File: src/rtl/seq_pkg.sv
// Shared defaults and helpers for the match logger and its timestamp FIFO.
package seq_pkg;
  localparam int TS_W_DEF  = 16;
  localparam int CNT_W_DEF = 16;
  localparam int DEPTH_DEF = 8;

  // Occupancy needs one bit more than the pointers to represent "full".
  function automatic int fill_w(input int depth);
    return $clog2(depth) + 1;
  endfunction
endpackage

File: src/rtl/seq_ts_fifo.sv
// First-word-fall-through FIFO; full/empty come from the occupancy count.
module seq_ts_fifo
  import seq_pkg::*;
#(
  parameter int W     = TS_W_DEF,
  parameter int DEPTH = DEPTH_DEF
) (
  input  logic                      clk,
  input  logic                      rst,
  input  logic                      clr,
  input  logic                      push,
  input  logic [W-1:0]              din,
  input  logic                      pop,
  output logic [W-1:0]              dout,
  output logic                      valid,
  output logic [fill_w(DEPTH)-1:0]  fill,
  output logic                      full
);
  localparam int PTR_W  = $clog2(DEPTH);
  localparam int FILL_W = fill_w(DEPTH);

  logic [W-1:0]     mem [DEPTH];
  logic [PTR_W-1:0] rptr;
  logic [PTR_W-1:0] wptr;
  logic             pop_ok;
  logic             push_ok;

  assign valid   = (fill != '0);
  assign full    = (fill == FILL_W'(DEPTH));
  assign pop_ok  = pop && valid && !clr;
  // A pop in the same cycle frees the slot the push needs; otherwise a full push drops.
  assign push_ok = push && !clr && (!full || pop_ok);
  assign dout    = valid ? mem[rptr] : '0;

  always_ff @(posedge clk) begin
    if (push_ok) mem[wptr] <= din;
  end

  always_ff @(posedge clk or posedge rst) begin
    if (rst) begin
      rptr <= '0;
      wptr <= '0;
      fill <= '0;
    end else if (clr) begin
      rptr <= '0;
      wptr <= '0;
      fill <= '0;
    end else begin
      if (push_ok) wptr <= wptr + 1'b1;
      if (pop_ok)  rptr <= rptr + 1'b1;
      case ({push_ok, pop_ok})
        2'b10:   fill <= fill + 1'b1;
        2'b01:   fill <= fill - 1'b1;
        default: fill <= fill;
      endcase
    end
  end
endmodule

File: src/rtl/seq_match_logger.sv
// Counts detector matches and queues a timestamp for each one for host readout.
module seq_match_logger
  import seq_pkg::*;
#(
  parameter int TS_W  = TS_W_DEF,
  parameter int CNT_W = CNT_W_DEF,
  parameter int DEPTH = DEPTH_DEF
) (
  input  logic                      clk,
  input  logic                      rst,
  input  logic                      en,
  input  logic                      clear,
  input  logic                      match_in,
  output logic [TS_W-1:0]           ts_data,
  output logic                      ts_valid,
  input  logic                      ts_ready,
  output logic [CNT_W-1:0]          match_count,
  output logic [fill_w(DEPTH)-1:0]  fill,
  output logic                      overflow
);
  logic [TS_W-1:0] ts;
  logic            capture;
  logic            pop_ok;
  logic            full;

  assign capture = match_in && en && !clear;
  assign pop_ok  = ts_valid && ts_ready;

  seq_ts_fifo #(
    .W     (TS_W),
    .DEPTH (DEPTH)
  ) u_fifo (
    .clk   (clk),
    .rst   (rst),
    .clr   (clear),
    .push  (capture),
    .din   (ts),
    .pop   (ts_ready),
    .dout  (ts_data),
    .valid (ts_valid),
    .fill  (fill),
    .full  (full)
  );

  always_ff @(posedge clk or posedge rst) begin
    if (rst) begin
      ts          <= '0;
      match_count <= '0;
      overflow    <= 1'b0;
    end else if (clear) begin
      ts          <= '0;
      match_count <= '0;
      overflow    <= 1'b0;
    end else begin
      if (en) ts <= ts + 1'b1;
      if (capture && (match_count != '1)) match_count <= match_count + 1'b1;
      // Dropped matches still count; only the timestamp is lost.
      if (capture && full && !pop_ok) overflow <= 1'b1;
    end
  end
endmodule

File: config.mk
export PLATFORM = sky130hd
export DESIGN_NAME = seq_match_logger
export DESIGN_NICKNAME = d
export VERILOG_FILES = /design/src/rtl/seq_pkg.sv /design/src/rtl/seq_ts_fifo.sv /design/src/rtl/seq_match_logger.sv
export SDC_FILE = /design/constraint.sdc
export NUM_CORES = 1
export LEC_CHECK = 0
export CAP_MARGIN = 20
export CORE_UTILIZATION = 52
export DETAILED_ROUTE_END_ITERATION = 8
export GPL_ROUTABILITY_DRIVEN = 0
export HOLD_SLACK_MARGIN = 0.12
export PLACE_DENSITY = 0.71
export SYNTH_ARGS = -nofsm -noshare
export SYNTH_HDL_FRONTEND = slang
export SYNTH_SLANG_ARGS = --single-unit
export TNS_END_PERCENT = 5
File: constraint.sdc
create_clock -name clk -period 7.74 [get_ports clk]
set_input_delay 1.161 -clock clk [delete_from_list [all_inputs] [get_ports clk]]
set_output_delay 1.161 -clock clk [all_outputs]
set_load 0.01 [all_outputs]
==> results.toml, run 1 <==
[status]
status = "complete, no violations"

[setup_path]
crit_family = "buffers and inverters"
critPathLaunchType = "flop"
worstPathBufferInverterCount = 2
worst-endpoint-required_ns = 6.58
critical_path.max_fanout = 28
cp_data_arrival_time_ns = 2.83
worst_path_slowest_cell = "sky130_fd_sc_hd__mux4_2"
cp_slowest_stage_delay_ns = 0.61
critPathCaptureType = "primary output"
timing.critical_path.cells = "buf_4, mux4_2, mux2i_1, nor2_1, clkdlybuf4s50_1"
critical_path_class = "reg -> out"

[layout]
postLayoutCoreUtil = 0.626
mostFrequentLayoutCells = "sky130_fd_sc_hd__edfxtp_1, sky130_fd_sc_hd__nor2_1, sky130_fd_sc_hd__clkdlybuf4s50_1"
ff_latch_area_mm2 = 0.00492
layout.cells.most_common = "sky130_fd_sc_hd__edfxtp_1"
finalNetCount = 533
synthToLayoutAreaGrowth_pct = 17.4
layout-drive-gt1-share = 0.174
area_of_the_multi_input_gates_mm2 = 0.00230
antenna_cells = 0
fillerInstances = 1012

[sta]
clock.fmax_mhz = 251
timing.final.crit_share = 0.516
setup_repair_after_global_routing_missed_its_margin = "no"
worst_hold_slack_ns = 0.513
timing.setup.tns_ns = 0
finClkSkew_ns = 0.00731
relSlewSlack = 0.335
final_max_slew_viol_count = 0
report.final.setup_viol = 0
final_hold_fails = 0
fin_crit_ns = 3.99
tightestPinTransition_ns = 0.993

[global_routing]
antenna_violations_before_repair = 0
first_global_vias = 4242
grt_max_degree = 51
grt_remaining_overflow = 0
global_route_usage_sum = 0.214
grt_pass1_wl_um = 23000

[routing]
remaining_drc_errors = 0
routed_wire_length_per_instance_um = 19.9
vias = 4192
routed_via_density = 5.88
drt_wl_total_um = 14200
drt_pre_antenna_iters = 4
number_of_routed_nets_with_antenna_violations = 0
drt-initial-drc-count = 367

[floorplan]
placementRows = 43
floorplan.die.width_um = 121
initial_cell_density_of_the_core = 0.533
die-area_mm2 = 0.0147
die_extent_in_y_um = 121
io_pins = 44
fp.coreArea_mm2 = 0.0138

[logic_synthesis]
ys_seq_elements = 171
synth_compound_gate_area_share = 0.0392
synth_flop_cell = "sky130_fd_sc_hd__edfxtp_1"
synth_nets = 482
async_reset_ff_frac = 0.251
synth-edff-count = 128
netlist_area_mm2 = 0.00737
synth_xor_xnor_area_share = 0.0166
syn_inst = 469
synthMuxAreaShare = 0.139
main_combinational_cell_family_by_area_after_synthesis = "multiplexers"
yosysSeqAreaShare = 0.668
post_synth.cell_area_avg_um2 = 15.7
synth_fa_ha_area_frac = 0.0129
post_synth_num_cell_types = 50
synth_simple_gate_area_share = 0.102
yosysWarnings = 0

[job]
timing.max_cap.violations = 0

[cts]
clock_tree_from_tritoncts = "built"
insertion_delay_ns = 0.42
htree_num_levels = 4
clock-sinks = 171
clockRootBuffer = "sky130_fd_sc_hd__clkbuf_16"
cts_hold_buffers = 0
cts_buffers = 17
cts_post_setup_buffers_inserted = 0
cts-resized-gates = 0
clock_tree.buffer_depth = 2
cts.clk_slew.worst_paths_ns = 0.06

[pwr]
total_power_mw = 2.39
cellPowerDensity_mw_per_mm2 = 276
peakVddDrop_mv = 0.174
power.static_leakage_nw = 2.90

[min_path]
hp-class = "reg -> reg"

[placement]
count_of_port_buffers_added_during_placement = 43
hpwlAfterDp_um = 8620
[kinds of logic (layout without fill, tap and decap cells)]
logic type / count (synthesis) / count (layout)
AO/OA/AOI/OAI: 44 / 44
buffers and inverters: 33 / 97
XOR/XNOR: 14 / 14
AND/OR/NAND/NOR: 139 / 139
multiplexers: 61 / 61
flip-flops: 171 / 171
adder cells (fa/ha/maj): 7 / 7
[routing by layer]
layer	vias to the layer above	share of wire	track usage
li1	1909	-	-
met1	2165	0.44	0.286
met2	101	0.50	0.353
met3	17	0.038	0.0390
met4	0	0.018	0.0795
met5	-	0	0
[stage by stage]
step | instance area (um^2) | setup WS (ns) | cells
after floorplan | 7370 | 4.29 | 469
after global placement | 7990 | 3.57 | 680
after detailed placement | 7990 | 3.50 | 680
after CTS | 8630 | 3.67 | 712
after global routing | 8650 | 3.57 | 713
final | 8650 | 3.75 | 713
[cells in the mapped netlist (3+ instances only)]
master                     count  share of area
sky130_fd_sc_hd__edfxtp_1    128           0.52
sky130_fd_sc_hd__nor2_1       49          0.025
sky130_fd_sc_hd__dfrtp_1      43           0.15
sky130_fd_sc_hd__mux4_2       32          0.098
sky130_fd_sc_hd__a21oi_1      20          0.014
sky130_fd_sc_hd__mux2i_1      18          0.024
sky130_fd_sc_hd__nand2_1      16         0.0081
sky130_fd_sc_hd__nand3_1      15          0.010
sky130_fd_sc_hd__buf_2        12         0.0081
sky130_fd_sc_hd__inv_1        10         0.0051
sky130_fd_sc_hd__nand4_1       9         0.0076
sky130_fd_sc_hd__nor2b_1       9         0.0076
sky130_fd_sc_hd__mux2_2        7          0.011
sky130_fd_sc_hd__nor3_1        7         0.0048
sky130_fd_sc_hd__xnor2_1       7         0.0083
sky130_fd_sc_hd__xor2_1        7         0.0083
sky130_fd_sc_hd__ha_1          6          0.010
sky130_fd_sc_hd__o21ai_0       6         0.0041
sky130_fd_sc_hd__or3_1         6         0.0051
sky130_fd_sc_hd__clkbuf_1      5         0.0025
sky130_fd_sc_hd__o31ai_1       5         0.0051
sky130_fd_sc_hd__a211oi_1      4         0.0041
sky130_fd_sc_hd__and4_1        4         0.0048
sky130_fd_sc_hd__mux2_1        4         0.0061
sky130_fd_sc_hd__or4_1         4         0.0041
sky130_fd_sc_hd__buf_1         3         0.0015
sky130_fd_sc_hd__nand2b_1      3         0.0025
[report_power, final]
| part | leakage, nW | switching (mW) | internal, mW |
|---|---|---|---|
| logic | 0.917 | 0.205 | 0.241 |
| clock network | 0.300 | 0.332 | 0.569 |
| registers | 1.68 | 0.0469 | 0.998 |
[final timing paths]
kind                                start         endpoint  slack (ns)  cells after the start
max in group asynchronous             rst   u_fifo.rptr[1]        6.13                      3
max reg2reg                u_fifo.fill[0]   u_fifo.fill[3]        4.57                     10
min reg2reg                      overflow         overflow        0.51                      2
min in group asynchronous             rst  match_count[10]        1.19                      3
min                              overflow         overflow        0.51                      2
max                        u_fifo.rptr[0]      ts_data[14]        3.75                      5
[worst register-to-register path, cell delays in order, from the launching register on]
cell                      delay, ns
sky130_fd_sc_hd__dfrtp_1       0.46
sky130_fd_sc_hd__or3_4         0.47
sky130_fd_sc_hd__nor2_4        0.41
sky130_fd_sc_hd__inv_1         0.20
sky130_fd_sc_hd__nand2_1       0.16
sky130_fd_sc_hd__nor3_1        0.11
sky130_fd_sc_hd__ha_1          0.36
sky130_fd_sc_hd__a21oi_1       0.27
sky130_fd_sc_hd__nand2_1       0.10
sky130_fd_sc_hd__or3_1         0.35
sky130_fd_sc_hd__a41oi_1       0.21
[state kept, by name, indices dropped and copies added, names as in the netlist]
name and cells:
match_count 16, overflow 1, ts 16, u_fifo.fill 4, u_fifo.mem 128, u_fifo.rptr 3
u_fifo.wptr 3
[final cells by class]
type	count	area share
Clock buffer	19	0.0500
Clock inverter	13	0.0230
Inverter	10	0.00434
Multi-Input combinational cell	265	0.265
Sequential cell	171	0.569
Tap cell	180	0.0260
Timing Repair Buffer	55	0.0625
Power figures use the tool's default switching activity.
==> inputs of run 2 (changes only) <==
Settings changed: PLACE_DENSITY 0.71 to 0.74.
Clock period 7.74 ns to 3.4 ns, I/O delays scaled along.
==> run 2 against run 1 <==
  * Core utilization down 0.15 points
  * Sequential power up 130%
  * Cell count grew 0.84%
  * Worst hold slack got worse by 0.053 ns
  * Via count up 0.55%
  * Largest cell class unchanged
  * Critical path type unchanged
==> results.toml, run 2 (synthesized netlist as in run 1, its figures left out) <==
[status]
status = "complete, no violations"

[pwr]
p_switching_mw = 1.37
seqPwrFrac = 0.441
total_power_mw = 5.31
peakVddDrop_mv = 0.391
power.static_leakage_nw = 2.91
combPwrFrac = 0.206
p_int_mw = 3.94
power_frac_clock = 0.353
cellPowerDensity_mw_per_mm2 = 615
p_sw_frac = 0.259

[global_routing]
first_global_vias = 4431
grt_most_used_layer = "met2"
grt_pass1_wl_um = 23500
gr-usage-met3 = 0.0484
antenna_violations_before_repair = 0
grt_remaining_overflow = 0
global_route.usage.met1 = 0.284
grt_max_degree = 47
global_route_usage_sum = 0.216
use_met2 = 0.360

[job]
timing.max_cap.violations = 0

[floorplan]
fp.coreArea_mm2 = 0.0138
initial_cell_density_of_the_core = 0.533
floorplan.die.width_um = 121
io_pins = 44
placementRows = 43
die-area_mm2 = 0.0147
die_extent_in_y_um = 121

[layout]
synthToLayoutAreaGrowth_pct = 17.1
finalNetCount = 539
largest_reg_flops = 128
largest_registers_in_the_final_layout = "u_fifo.mem: 128 flops, match_count: 16 flops, ts: 16 flops"
mostFrequentLayoutCells = "sky130_fd_sc_hd__edfxtp_1, sky130_fd_sc_hd__nor2_1, sky130_fd_sc_hd__clkdlybuf4s50_1"
fillerInstances = 988
layout.cells.most_common = "sky130_fd_sc_hd__edfxtp_1"
layout-drive-gt1-share = 0.184
postLayoutCoreUtil = 0.624
antenna_cells = 0
largest_register = "u_fifo.mem"

[setup_path]
critical_path.max_fanout = 9
worst-endpoint-required_ns = 2.89
r2r_cells = 10
critical_path_class = "reg -> out"
critPathCaptureType = "primary output"
cp_data_arrival_time_ns = 2.44
critPathLaunchType = "flop"

[cts]
htree_num_levels = 4
cts-resized-gates = 0
cts_post_setup_buffers_inserted = 0
clock_tree_from_tritoncts = "built"
cts_hold_buffers = 0
insertion_delay_ns = 0.42
cts_buffers = 17
clock-sinks = 171
cts.clk_slew.worst_paths_ns = 0.06
clockRootBuffer = "sky130_fd_sc_hd__clkbuf_16"
clock_tree.buffer_depth = 2

[sta]
finClkSkew_ns = 0.00920
tightestPinTransition_ns = 0.804
final_max_slew_viol_count = 0
report.final.setup_viol = 0
setup_repair_after_global_routing_missed_its_margin = "no"
timing.final.crit_share = 0.868
relSlewSlack = 0.461
timing.setup.tns_ns = 0
final_hold_fails = 0
clock.fmax_mhz = 339
fin_crit_ns = 2.95

[min_path]
hp-class = "in -> async"

[routing]
remaining_drc_errors = 0
drt-initial-drc-count = 388
drt_wl_total_um = 14100
routed_via_density = 5.86
routed_wire_length_per_instance_um = 19.6
number_of_routed_nets_with_antenna_violations = 0
drt_pre_antenna_iters = 4
vias = 4215

[placement]
count_of_port_buffers_added_during_placement = 43
hpwlAfterDp_um = 8790
[run 2: cell type report]
cell class | count | area (um^2) | area share
clock buffer | 18 | 429 | 0.0497
clock inverter | 14 | 145 | 0.0168
inverter | 10 | 37.5 | 0.00435
multi-input combinational | 265 | 2300 | 0.266
sequential | 171 | 4920 | 0.570
tap | 180 | 225 | 0.0261
timing repair buffer | 61 | 578 | 0.0670
[run 2: layer usage]
metal  vias up  part of all wire
met4         0            0.0045
met1      2162              0.43
met2       123              0.52
li1       1924                 -
met5         -                 0
met3         6             0.045
[run 2: path summary, 6_finish.rpt]
| kind | slack [ns] | end | start |
|---|---|---|---|
| max | 0.45 | ts_data[12] | u_fifo.rptr[0] |
| min | 0.46 | ts[10] | rst |
| max reg2reg | 0.66 | u_fifo.fill[3] | u_fifo.fill[0] |
| min reg2reg | 0.51 | overflow | overflow |
| max in group asynchronous | 2.23 | overflow | rst |
| min in group clk | 0.51 | overflow | overflow |
[run 2: metrics by stage]
stage	std cells	hold slack, ns	worst slack (ns)	instance area, um^2
after detailed placement	687	0.494	0.487	8060
after global placement	687	0.496	0.590	8060
after CTS	719	0.466	0.365	8630
final	719	0.459	0.448	8630
after floorplan	469	0.528	0.597	7370
after global routing	719	0.525	0.279	8630
[run 2: power groups by stage]
stage / Clock (mW) / Combinational (mW) / Sequential, mW
2_1_floorplan: 0 / 0.685 / 2.36
3_3_place_gp: 0 / 1.11 / 2.38
3_5_place_dp: 0 / 1.12 / 2.39
4_1_cts: 1.90 / 1.12 / 2.34
5_1_grt: 1.98 / 1.20 / 2.36
6_report: 1.87 / 1.09 / 2.34
[run 2: worst max-delay path: stages (launching register included)]
cell,delay (ns)
sky130_fd_sc_hd__dfrtp_2,0.50
sky130_fd_sc_hd__buf_4,0.27
sky130_fd_sc_hd__mux4_2,0.51
sky130_fd_sc_hd__mux2i_1,0.20
sky130_fd_sc_hd__nor2_1,0.06
sky130_fd_sc_hd__clkdlybuf4s50_1,0.48
